`src/rtl/ifetch_pkg.sv`:
```
// Shared widths, FSM state type and response record for the instruction-fetch responder.
package ifetch_pkg;

    localparam int unsigned ADDR_W = 25;
    localparam int unsigned INSN_W = 32;

    typedef enum logic [2:0] {
        IDLE,
        RD0,
        WT0,
        RD1,
        WT1,
        ERR
    } ifr_state_e;

    typedef struct packed {
        logic [INSN_W-1:0] data;
        logic [ADDR_W-1:0] addr;
        logic              err;
    } ifr_rsp_t;

    function automatic logic [ADDR_W-3:0] word_addr(input logic [ADDR_W-1:0] byte_addr);
        return byte_addr[ADDR_W-1:2];
    endfunction

endpackage

```
`src/rtl/ifr_rsp_fifo.sv`:
```
// In-order response FIFO for ifetch_responder; head entry is shown directly from storage.
module ifr_rsp_fifo
    import ifetch_pkg::*;
#(
    parameter int unsigned DEPTH = 2
) (
    input  logic                   clk,
    input  logic                   rst,
    input  logic                   i_push,
    input  ifr_rsp_t               i_data,
    input  logic                   i_pop,
    output ifr_rsp_t               o_head,
    output logic [$clog2(DEPTH):0] o_count,
    output logic                   o_full,
    output logic                   o_empty
);

    localparam int unsigned PTR_W = $clog2(DEPTH);
    localparam int unsigned CNT_W = PTR_W + 1;

    ifr_rsp_t         r_mem [DEPTH];
    logic [PTR_W-1:0] r_wr;
    logic [PTR_W-1:0] r_rd;
    logic [CNT_W-1:0] r_count;
    logic             w_push;
    logic             w_pop;

    assign o_full  = (r_count == CNT_W'(DEPTH));
    assign o_empty = (r_count == '0);
    assign o_count = r_count;
    assign w_push  = i_push && !o_full;
    assign w_pop   = i_pop && !o_empty;

    // Empty FIFO presents an all-zero head so rsp_* read 0 when nothing is valid.
    assign o_head  = o_empty ? '0 : r_mem[r_rd];

    always_ff @(posedge clk) begin
        if (rst) begin
            r_wr    <= '0;
            r_rd    <= '0;
            r_count <= '0;
            r_mem   <= '{default: '0};
        end else begin
            if (w_push) begin
                r_mem[r_wr] <= i_data;
                r_wr        <= r_wr + 1'b1;
            end
            if (w_pop) begin
                r_rd <= r_rd + 1'b1;
            end
            case ({w_push, w_pop})
                2'b10:   r_count <= r_count + 1'b1;
                2'b01:   r_count <= r_count - 1'b1;
                default: r_count <= r_count;
            endcase
        end
    end

endmodule

```
`src/rtl/ifetch_responder.sv`:
```
// Instruction-memory responder: halfword-granular fetches, split/reassembly of misaligned
// windows, in-order response FIFO. Optional counters: define IFETCH_RESPONDER_STATS_EN.
module ifetch_responder
    import ifetch_pkg::*;
#(
    parameter int unsigned WAIT_STATES = 1,
    parameter int unsigned RSP_DEPTH   = 2
) (
    input  logic              clk,
    input  logic              rst,
    input  logic              req_valid_i,
    output logic              req_ready_o,
    input  logic [ADDR_W-1:0] req_addr_i,
    output logic              rsp_valid_o,
    input  logic              rsp_ready_i,
    output logic [INSN_W-1:0] rsp_data_o,
    output logic [ADDR_W-1:0] rsp_addr_o,
    output logic              rsp_err_o,
    output logic              mem_en_o,
    output logic [ADDR_W-3:0] mem_addr_o,
    input  logic [INSN_W-1:0] mem_rdata_i
`ifdef IFETCH_RESPONDER_STATS_EN
    ,
    output logic [15:0]       stat_fetch_o,
    output logic [15:0]       stat_split_o
`endif
);

    localparam int unsigned WA_W  = ADDR_W - 2;
    localparam int unsigned CNT_W = $clog2(RSP_DEPTH) + 1;

    ifr_state_e        r_state;
    ifr_state_e        w_next;
    logic [ADDR_W-1:0] r_addr;
    logic [2:0]        r_wait;
    logic [15:0]       r_lo;
    logic              w_accept;
    logic              w_wait_done;
    logic              w_push;
    ifr_rsp_t          w_push_data;
    ifr_rsp_t          w_head;
    logic [CNT_W-1:0]  w_count;
    logic              w_full;
    logic              w_empty;
    logic [WA_W-1:0]   w_word;

    assign w_word      = word_addr(r_addr);
    assign w_wait_done = (r_wait == 3'(WAIT_STATES));
    assign req_ready_o = (r_state == IDLE) && (w_count < CNT_W'(RSP_DEPTH)) && !rst;
    assign w_accept    = req_valid_i && req_ready_o;

    always_comb begin
        w_next      = r_state;
        w_push      = 1'b0;
        w_push_data = '0;
        mem_en_o    = 1'b0;
        mem_addr_o  = '0;
        case (r_state)
            IDLE: begin
                if (w_accept) begin
                    w_next = req_addr_i[0] ? ERR : RD0;
                end
            end
            ERR: begin
                w_push           = 1'b1;
                w_push_data.addr = r_addr;
                w_push_data.err  = 1'b1;
                w_next           = IDLE;
            end
            RD0: begin
                mem_en_o   = 1'b1;
                mem_addr_o = w_word;
                w_next     = WT0;
            end
            WT0: begin
                if (w_wait_done) begin
                    if (r_addr[1]) begin
                        w_next = RD1;
                    end else begin
                        w_push           = 1'b1;
                        w_push_data.data = mem_rdata_i;
                        w_push_data.addr = r_addr;
                        w_next           = IDLE;
                    end
                end
            end
            RD1: begin
                mem_en_o   = 1'b1;
                mem_addr_o = w_word + 1'b1;
                w_next     = WT1;
            end
            WT1: begin
                if (w_wait_done) begin
                    w_push           = 1'b1;
                    w_push_data.data = {mem_rdata_i[15:0], r_lo};
                    w_push_data.addr = r_addr;
                    w_next           = IDLE;
                end
            end
            default: w_next = IDLE;
        endcase
    end

    always_ff @(posedge clk) begin
        if (rst) begin
            r_state <= IDLE;
            r_addr  <= '0;
            r_wait  <= '0;
            r_lo    <= '0;
        end else begin
            r_state <= w_next;
            if (w_accept) begin
                r_addr <= req_addr_i;
            end
            if ((r_state == WT0 || r_state == WT1) && !w_wait_done) begin
                r_wait <= r_wait + 1'b1;
            end else begin
                r_wait <= '0;
            end
            if (r_state == WT0 && w_wait_done) begin
                r_lo <= mem_rdata_i[31:16];
            end
        end
    end

    ifr_rsp_fifo #(
        .DEPTH(RSP_DEPTH)
    ) u_rsp_fifo (
        .clk    (clk),
        .rst    (rst),
        .i_push (w_push),
        .i_data (w_push_data),
        .i_pop  (rsp_ready_i),
        .o_head (w_head),
        .o_count(w_count),
        .o_full (w_full),
        .o_empty(w_empty)
    );

    // The slot is reserved when the request is accepted, so a push can never meet a full FIFO.
    a_push_has_room: assert property (@(posedge clk) disable iff (rst) (w_push |-> !w_full));

    assign rsp_valid_o = !w_empty;
    assign rsp_data_o  = w_head.data;
    assign rsp_addr_o  = w_head.addr;
    assign rsp_err_o   = w_head.err;

`ifdef IFETCH_RESPONDER_STATS_EN
    logic [15:0] r_stat_fetch;
    logic [15:0] r_stat_split;
    logic        w_split;

    assign w_split = (r_state == WT1) && w_wait_done;

    always_ff @(posedge clk) begin
        if (rst) begin
            r_stat_fetch <= '0;
            r_stat_split <= '0;
        end else begin
            if (w_push && r_stat_fetch != '1) begin
                r_stat_fetch <= r_stat_fetch + 1'b1;
            end
            if (w_split && r_stat_split != '1) begin
                r_stat_split <= r_stat_split + 1'b1;
            end
        end
    end

    assign stat_fetch_o = r_stat_fetch;
    assign stat_split_o = r_stat_split;
`endif

endmodule
```
`config.mk`:
```
export PLATFORM = sky130hd
export DESIGN_NAME = ifetch_responder
export DESIGN_NICKNAME = d
export VERILOG_FILES = /design/src/rtl/ifetch_pkg.sv /design/src/rtl/ifr_rsp_fifo.sv /design/src/rtl/ifetch_responder.sv
export SDC_FILE = /design/constraint.sdc
export NUM_CORES = 1
export LEC_CHECK = 0
export CAP_MARGIN = 20
export CORE_UTILIZATION = 50
export CTS_CLUSTER_DIAMETER = 200
export DETAILED_ROUTE_END_ITERATION = 16
export HOLD_SLACK_MARGIN = 0.15
export PLACE_DENSITY = 0.84
export SLEW_MARGIN = 15
export SYNTH_ARGS = -nofsm -noshare
export SYNTH_HDL_FRONTEND = slang
export SYNTH_SLANG_ARGS = --single-unit
```
`constraint.sdc`:
```
create_clock -name clk -period 5.2 [get_ports clk]
set_input_delay 1.3 -clock clk [delete_from_list [all_inputs] [get_ports clk]]
set_output_delay 1.3 -clock clk [all_outputs]
set_load 0.05 [all_outputs]
```
==> results of run 1 <==
==> cells in the mapped netlist, types with 8 or more instances <==
library cell	instances	area [sq um]
dfxtp_1	167	3340
clkbuf_1	57	214
nand4_1	11	68.8
nand2b_1	144	901
nor2_1	83	312
buf_2	14	70.1
nand2_1	95	357
a21oi_1	49	245
nand3_1	66	330
xnor2_1	8	70.1
a21o_1	33	248
mux2i_1	176	1760
xor2_1	8	70.1
==> worst paths after layout <==
kind               from              endpoint  slack (ns)  depth (start not counted)
min reg2reg   r_wait[0]             r_wait[0]        0.45                          1
max reg2reg   r_wait[1]  u_rsp_fifo.r_mem[58]        2.37                          7
min           r_wait[0]             r_wait[0]        0.45                          1
max          r_state[1]        mem_addr_o[15]        0.86                          5
==> registers in the layout (all words and copies together) (netlist names) <==
signal and flops:
u_rsp_fifo.r_wr 1, u_rsp_fifo.o_count 2, r_addr 25, u_rsp_fifo.r_mem 116
u_rsp_fifo.r_rd 1, r_lo 16, r_wait 3, r_state 3
==> placed cells by master (no fill, tap or decap), types with 3 or more instances in the layout <==
master,synthesis,layout
nor2b_1,4,3
nor3_1,6,6
clkbuf_16,0,17
mux2i_1,176,176
nand4_1,11,11
and3_1,6,6
or3_1,4,4
xor2_1,8,8
o21a_1,3,3
nand2b_1,144,144
clkbuf_1,57,5
a21oi_1,49,49
inv_1,4,4
clkdlybuf4s50_1,0,143
nand3_1,66,66
dfxtp_1,167,166
a21o_1,33,33
o21ai_0,6,6
nand2_1,95,95
xnor2_1,8,8
buf_4,0,14
nor4_1,3,3
ha_1,4,4
bufinv_16,0,3
nor2_1,83,82
==> through the flow <==
stage | hold WS (ns) | worst slack, ns | utilization
6_report | 0.453 | 0.856 | 0.640
5_1_grt | 0.476 | 0.652 | 0.640
4_1_cts | 0.454 | 0.859 | 0.640
3_5_place_dp | 0.440 | 1.13 | 0.605
3_3_place_gp | 0.435 | 1.14 | 0.605
2_1_floorplan | 0.421 | 1.28 | -
==> cells by family after synthesis <==
| kind of cell | count (synthesis) | share of synthesized area |
|---|---|---|
| adders and majority gates | 4 | 0.00584 |
| DFF | 167 | 0.390 |
| buffers and inverters | 84 | 0.0414 |
| muxes | 177 | 0.207 |
| AOI/OAI and AO/OA | 105 | 0.0779 |
| xor gates and xnor gates | 16 | 0.0163 |
| and+or+nand+nor | 437 | 0.262 |
==> power groups by stage <==
| stage | registers, mW | clock network [mW] | logic (mW) |
|---|---|---|---|
| 2_1_floorplan | 1.39 | 0 | 0.475 |
| 3_3_place_gp | 1.44 | 0 | 0.618 |
| 3_5_place_dp | 1.44 | 0 | 0.621 |
| 4_1_cts | 1.42 | 1.27 | 0.625 |
| 5_1_grt | 1.43 | 1.32 | 0.682 |
| 6_report | 1.42 | 1.26 | 0.630 |
==> final cells by class <==
type / count / area [sq um] / share of cell area
sequential: 167 / 3350 / 0.314
inverter: 4 / 15.0 / 0.00141
clock buffer: 23 / 458 / 0.0430
tap: 220 / 275 / 0.0258
timing repair buffer: 157 / 1540 / 0.144
multi-input combinational: 739 / 4900 / 0.460
clock inverter: 7 / 123 / 0.0115
==> routing by layer <==
metal  share of wire  wire (microns)
met1            0.47           10200
met2            0.45            9730
met3           0.055            1180
met4           0.022             465
met5               0               0
==> critical path: cells and delay by family, from the launching register on <==
kind | cells | cell delay [ns]
muxes | 1 | 0.18
DFF | 1 | 0.60
and+or+nand+nor | 3 | 1.00
buffers and inverters | 1 | 0.85
==> out/metrics.csv, run 1 <==
metric,value,unit
Final setup violation count,0,
H-tree depth,4,
DIE HEIGHT,133,microns
Peak Freq,230,MHz
met1 Track Usage GR,0.343,
Yosys cell types,50,
Synthesis Warnings,0,
Buffers on Ports,144,
Non-Filler Instances,1317,
Hold Buf Count CTS,0,
"Req. time, crit path",3.90,ns
Worst-path clk slew,0.06,ns
met3 Track Usage GR,0.0433,
Syn Inst Count,990,
syn_area_per_cell,8.66,sq um
post-route clock period utilization,0.835,
initial core utilization,0.515,
Area after DPL,10100,sq um
arrival time of the worst setup path,3.04,ns
CP max FO,14,
"EDFF count, synth",0,
Routed Wire Length,21.5,mm
Final Max Slew Viols,0,
worst min path class,reg -> reg,
Setup crit start kind,flop,
ANT nets after route,0,
Placed Instances,1287,
CTS root buffer,clkbuf_16,
internal power,2.31,mW
DP Wirelength,14.5,mm
PnR Total Power,3.31,mW
Syn Nets,1055,
kind of critical path,reg -> out,
fraction of power consumed by sequential logic,0.429,
"FF+latch count, synth",167,
pin count of the biggest net entering global routing,121,
measured slew at the worst slew-check pin,1.02,ns
Worst Setup End Kind,output pin,
cell area after layout,10700,sq um
drc violations,0,
CP max stage delay,0.85,ns
Clock Sink Count,167,
initial drt markers,492,
GRT overflow,0,
outcome,"finished, final reports clean",
first-pass GRT wire length,34.1,mm
Die W,133,microns
clock buffer depth,2,
slowest CP cell,clkdlybuf4s50_1,
fraction of layout instances using a drive strength above 1,0.0501,
drt via density,5.48,
vias in the first global route,6645,
"FFs w/ async S/R, synth",0,
"Cell Area, Synth",8580,sq um
Die ar.,17700,sq um
antenna violations before repair,0,
Area Overhead vs Synth,24.2,%
First-pass DRT Iterations,5,
fin crit period,4.34,ns
worst ir drop on vdd,0.000249,V
M2 GR Usage,0.364,
Comb pwr share,0.190,
most crowded layer after global routing,met2,
vias,7220,
IO Pins,145,
PD cells,310,nW/um^2
Psw,0.995,mW
gpl congestion,0.887,
static leakage,3.89,nW
CTS buffer count,17,
Slew HR,0.319,
RSZ-0062 raised after global routing,false,
Tot GR Track Use,0.243,
clock insertion delay at the later pin of the skew report,0.42,ns
drt wl/cell,16.4,microns
fin nets,1151,
FILL cells,1366,
CTS tree,yes,
diode count,0,
total setup buffers inserted after CTS,0,
Core Rows,47,
cts repair resizes,0,
crit-path cells,"and3_1, nand2_1, or3_1, mux2i_1, clkdlybuf4s50_1",
Core ar.,16600,sq um
sw frac,0.301,
Clock power frac,0.380,
Max Cap Viol,0,
Sum Neg Setup Slack,0,ns
"Seq/Total Area, Yosys",0.390,
Worst Clk Skew,0.00780,ns
final hold vios,0,
Synth Flop Type,dfxtp_1,
No activity file was read; power rests on OpenSTA's default activity.
==> inputs of run 2 (changes only) <==
clock period = 4.2 ns   (was 5.2 ns; I/O delays follow)
==> run 2 against run 1 <==
Net effect:
- global-route usage is 0.82 points higher
- via count is 1.4% higher
- critical path depth is 2 higher
- clock power is 25% higher
- design area is 1.1% higher
- critical path type unchanged
- combinational power is 32% higher
- final cell count is 0.68% higher
- hold slack better by 0.0052 ns
==> out/metrics.csv, run 2 (synthesis gave the netlist of run 1 again) <==
metric,value,unit,change
ANT nets after route,0,,unchanged
PD cells,386,nW/um^2,+24%
H-tree depth,4,,unchanged
Buffers on Ports,144,,unchanged
slowest CP cell,clkdlybuf4s50_1,,
Final Max Slew Viols,0,,unchanged
outcome,"finished, final reports clean",,
Routed Wire Length,22.0,mm,+2.2%
DP Wirelength,14.7,mm,+1.9%
worst min path class,reg -> reg,,
largest reg by FF count,u_rsp_fifo.r_mem,,
static leakage,3.95,nW,+1.7%
Top Registers,"u_rsp_fifo.r_mem: 116 flops, r_addr: 25 flops, r_lo: 16 flops",,
drt wl/cell,16.6,microns,+1.5%
RSZ-0062 raised after global routing,false,,
Placed Instances,1293,,+0.47%
first-pass GRT wire length,35.4,mm,+3.8%
Hold Buf Count CTS,0,,unchanged
max reg flops,116,,unchanged
Core ar.,16600,sq um,unchanged
drc violations,0,,unchanged
IO Pins,145,,unchanged
CP max FO,7,,-7
cell area after layout,10800,sq um,+1.1%
First-pass DRT Iterations,5,,unchanged
Final setup violation count,0,,unchanged
Max Cap Viol,0,,unchanged
pin count of the biggest net entering global routing,108,,-11%
Die ar.,17700,sq um,unchanged
CTS tree,yes,,
Area Overhead vs Synth,25.6,%,
vias,7324,,+1.4%
Worst Clk Skew,0.00759,ns,-0.000211 ns
Area after DPL,10200,sq um,+0.92%
vias in the first global route,6911,,+4.0%
diode count,0,,unchanged
Sum Neg Setup Slack,0,ns,unchanged
"Req. time, crit path",3.15,ns,-0.75 ns
fraction of power consumed by sequential logic,0.419,,-0.010
Non-Filler Instances,1326,,+0.68%
gpl congestion,0.852,,-4.0%
Worst Setup End Kind,output pin,,
CTS root buffer,clkbuf_16,,
Core Rows,47,,unchanged
Comb pwr share,0.200,,+0.010
post-route clock period utilization,0.955,,
Worst-path clk slew,0.07,ns,about the same
fin nets,1158,,+0.61%
Psw,1.32,mW,+33%
measured slew at the worst slew-check pin,0.948,ns,-0.0702 ns
FILL cells,1342,,-1.8%
Slew HR,0.367,,+0.0485
antenna violations before repair,0,,unchanged
Peak Freq,249,MHz,
clock buffer depth,2,,unchanged
fin crit period,4.01,ns,
CP max stage delay,0.69,ns,-0.16 ns
fraction of layout instances using a drive strength above 1,0.0633,,+0.0132
initial drt markers,724,,+47%
drt via density,5.52,,+0.75%
Setup crit start kind,flop,,
cts repair resizes,0,,unchanged
Clock power frac,0.381,,about the same
GRT overflow,0,,unchanged
DIE HEIGHT,133,microns,unchanged
Clock Sink Count,167,,unchanged
clock insertion delay at the later pin of the skew report,0.43,ns,about the same
Die W,133,microns,unchanged
highest-count cells in the layout ignoring fill and taps,"mux2i_1, dfxtp_1, nand2b_1",,
internal power,2.83,mW,+22%
"commonest non-fill, non-tap cell in the layout",mux2i_1,,
crit-path cells,"ha_1, nand4_1, nor4_4, buf_4, a31oi_1, a41o_1, clkdlybuf4s50_1",,
CTS buffer count,17,,unchanged
sw frac,0.318,,+0.0173
kind of critical path,reg -> out,,
worst ir drop on vdd,0.000372,V,+49%
initial core utilization,0.515,,unchanged
final hold vios,0,,unchanged
Tot GR Track Use,0.251,,+0.00819
arrival time of the worst setup path,2.96,ns,-0.08 ns
==> run 2: cell count changes in the layout (fill, tap and decap cells not counted), sizes merged <==
cell           before  now
clkinvlp            2    3
buf                14   22
bufinv              3    2
clkbuf             23   17
clkinv              2    4
inv                 4   10
clkdlybuf4s50     143  142
==> run 2: final timing paths <==
path | start | end | slack (ns) | depth (start not counted)
worst max-delay path | r_addr[2] | mem_addr_o[18] | 0.19 | 7
worst min-delay path | r_lo[5] | r_lo[5] | 0.46 | 2
worst max register to register | r_wait[1] | u_rsp_fifo.r_mem[115] | 1.64 | 7
worst min register to register | r_lo[5] | r_lo[5] | 0.46 | 2
==> run 2: per-layer routing <==
layer / wire length [microns] / vias to the layer above / track usage
li1: - / 3564 / -
met1: 10400 / 3480 / 0.357
met2: 9920 / 239 / 0.379
met3: 1190 / 41 / 0.0387
met4: 506 / 0 / 0.0964
met5: 0 / - / 0
==> run 2: timing repair <==
item,CTS,global route
hold endpoints to repair,0,0
setup buffers,0,1
endpoints found under the setup margin,0,4
==> run 2: power groups by stage <==
| stage | Combinational, mW | Clock (mW) | Sequential, mW |
|---|---|---|---|
| after floorplan | 0.588 | 0 | 1.72 |
| after global placement | 0.813 | 0 | 1.77 |
| final | 0.830 | 1.58 | 1.74 |
| after detailed placement | 0.818 | 0 | 1.77 |
| after CTS | 0.822 | 1.58 | 1.74 |
| after global routing | 0.887 | 1.67 | 1.75 |
==> run 2: through the flow <==
stage / total power [mW] / hold slack, ns / utilization / setup WS (ns)
after global routing: 4.30 / 0.479 / 0.647 / 0.0603
after CTS: 4.14 / 0.458 / 0.647 / 0.0832
final: 4.15 / 0.458 / 0.647 / 0.191
after detailed placement: 2.59 / 0.447 / 0.611 / 0.549
after floorplan: 2.31 / 0.421 / - / 0.535
after global placement: 2.58 / 0.433 / 0.611 / 0.655
==> run 2: final cells by class <==
cell class / instances / area [sq um] / share of cell area
flip-flops and latches: 167 / 3350 / 0.311
clock inverters: 15 / 169 / 0.0157
inverters: 4 / 15.0 / 0.00139
well taps: 220 / 275 / 0.0256
clock buffers: 17 / 425 / 0.0395
multi-input cells: 739 / 4900 / 0.455
repair buffers: 164 / 1640 / 0.152
==> run 2: critical path: cells and delay by family, from the launching register on <==
family | cells | cell delay, ns
buf+inv | 2 | 0.89
flops | 1 | 0.46
simple gates | 2 | 0.62
compound gates | 2 | 0.32
fa+ha+maj | 1 | 0.24
==> inputs of run 3 (changes only) <==
GPL_TIMING_DRIVEN = 0   (was default)
HOLD_SLACK_MARGIN = default   (was 0.15)
MAX_ROUTING_LAYER = met4   (was default)
==> run 3 against run 2 <==
Net effect:
- critical path depth fell by 2
- hold slack got worse by 0.0055 ns
- fmax fell by 1.9%
- total power fell by 2.1%
- critical endpoint is now rsp_data_o[24]
==> out/metrics.csv, run 3 (synthesis gave the netlist of run 1 again) <==
metric,value,unit,change
Worst Clk Skew,0.00903,ns,+0.00145 ns
Final Max Slew Viols,0,,unchanged
post-route clock period utilization,0.973,,+0.0186
post-route setup slack,0.113,ns,-0.0781 ns
final hold vios,0,,unchanged
initial core utilization,0.515,,unchanged
Setup crit start kind,flop,,
Routed Wire Length,24.2,mm,+10%
max reg flops,116,,unchanged
static leakage,3.96,nW,+0.27%
arrival time of the worst setup path,3.04,ns,+0.08 ns
drt via density,5.50,,-0.48%
outcome,"finished, final reports clean",,
First-pass DRT Iterations,5,,unchanged
hold endpoint,r_wait[0],,
Psw,1.34,mW,+1.4%
measured slew at the worst slew-check pin,0.869,ns,-0.0796 ns
worst hold start,r_wait[0],,
DP Wirelength,18.0,mm,+22%
reg2reg start,r_wait[1],,
Core Rows,47,,unchanged
largest reg by FF count,u_rsp_fifo.r_mem,,
CTS buffer count,17,,unchanged
worst ir drop on vdd,0.000220,V,-41%
CP max stage delay,0.72,ns,+0.03 ns
crit-path cells,"nor2_1, clkbuf_1, clkbuf_2, nor2_1, clkdlybuf4s50_1",,
Buffers on Ports,143,,-0.69%
initial drt markers,720,,-0.55%
Placed Instances,1353,,+4.6%
CTS tree,yes,,
Worst Setup End Kind,output pin,,
"commonest non-fill, non-tap cell in the layout",mux2i_1,,
drt wl/cell,17.5,microns,+5.4%
Final setup violation count,0,,unchanged
Non-Filler Instances,1386,,+4.5%
gpl congestion,0.973,,+14%
Worst-path clk slew,0.06,ns,about the same
vias,7619,,+4.0%
Die W,133,microns,unchanged
highest-count cells in the layout ignoring fill and taps,"mux2i_1, dfxtp_1, nand2b_1",,
Slew HR,0.421,,+0.0534
sw frac,0.329,,+0.0112
vias in the first global route,7165,,+3.7%
Area Overhead vs Synth,26.4,%,
kind of critical path,reg -> out,,
RSZ-0062 raised after global routing,false,,
CTS root buffer,clkbuf_16,,
H-tree depth,4,,unchanged
ANT nets after route,0,,unchanged
CP max FO,10,,+3
Peak Freq,245,MHz,-1.9%
Clock power frac,0.362,,-0.019
clock insertion delay at the later pin of the skew report,0.43,ns,about the same
Comb pwr share,0.216,,+0.016
Die ar.,17700,sq um,unchanged
IO Pins,145,,unchanged
slowest CP cell,clkdlybuf4s50_1,,
Top Registers,"u_rsp_fifo.r_mem: 116 flops, r_addr: 25 flops, r_lo: 16 flops",,
internal power,2.73,mW,-3.7%
Final Util,0.652,,+0.00459
fraction of power consumed by sequential logic,0.421,,+0.002
worst min path class,reg -> reg,,
pin count of the biggest net entering global routing,17,,-84%
Max Cap Viol,0,,unchanged
hold depth,1,,-1
Clock Sink Count,167,,unchanged
Reg2Reg Setup Slack,1.84,ns,+0.20 ns
PD cells,375,nW/um^2,-2.8%
diode count,0,,unchanged
fraction of layout instances using a drive strength above 1,0.0540,,-0.00926
Tot GR Track Use,0.287,,+0.0362
fin crit period,4.09,ns,+0.0781 ns
DIE HEIGHT,133,microns,unchanged
Reg2Reg Depth,8,,+1
Core ar.,16600,sq um,unchanged
GRT overflow,0,,unchanged
Sum Neg Setup Slack,0,ns,unchanged
antenna violations before repair,0,,unchanged
Place WS,0.345,ns,-0.204 ns
clock buffer depth,2,,unchanged
FF-to-FF End,u_rsp_fifo.r_mem[42],,
"Req. time, crit path",3.15,ns,about the same
first-pass GRT wire length,38.2,mm,+7.9%
CP most frequent cell,nor2_1,,
drc violations,0,,unchanged
fin nets,1218,,+5.2%
run 3: final cells by class:
| class | instances | area, sq um |
|---|---|---|
| sequential | 167 | 3340 |
| tap | 220 | 275 |
| buffer | 80 | 344 |
| clock buffer | 20 | 457 |
| inverter | 4 | 15.0 |
| clock inverter | 12 | 93.8 |
| fill | 1388 | 5800 |
| timing repair buffer | 144 | 1440 |
| multi-input combinational | 739 | 4880 |
run 3: routing by layer:
| metal | share of wire | up-vias | track usage |
|---|---|---|---|
| li1 | - | 3679 | - |
| met4 | 0.023 | 0 | 0.0990 |
| met2 | 0.45 | 272 | 0.432 |
| met1 | 0.46 | 3626 | 0.390 |
| met3 | 0.059 | 42 | 0.0444 |
| met5 | 0 | - | - |
run 3: worst max-delay path by stage:
stage	end	startpoint	cells past startpoint
final	rsp_data_o[24]	u_rsp_fifo.o_count[1]	5
after global routing	mem_addr_o[16]	r_addr[2]	7
after CTS	mem_addr_o[18]	r_addr[2]	6
after detailed placement	rsp_data_o[24]	u_rsp_fifo.r_rd	6
after global placement	rsp_data_o[24]	u_rsp_fifo.r_rd	6
after floorplan	mem_addr_o[17]	r_addr[4]	4
run 3: critical path, delay by kind of cell, from the launching register on:
family / cells / cell delay, ns
simple gates: 2 / 0.66
flops: 1 / 0.37
buf+inv: 3 / 1.57
run 3: repair_timing:
item | in CTS | in global routing
hold buffers | 0 | 0
endpoints found under the hold margin | 0 | 0
endpoints found under the setup margin | 17 | 4
buffers inserted | 0 | 1
resized for setup | 3 | 0
pin swaps | 0 | 1
run 3: power by group through the flow:
stage	Clock, mW	Combinational [mW]	Sequential [mW]
floorplan	0	0.588	1.72
global placement	0	0.858	1.74
detailed placement	0	0.865	1.75
CTS	1.48	0.869	1.71
global route	1.55	0.955	1.72
finish	1.47	0.880	1.71
run 3: metrics by stage:
stage                     area (sq um)  power, mW  hold slack, ns
final                            10800       4.07           0.453
after global routing             10800       4.23           0.470
after CTS                        10800       4.06           0.455
after detailed placement         10300       2.61           0.441
after global placement           10300       2.60           0.434
after floorplan                   8580       2.31           0.421
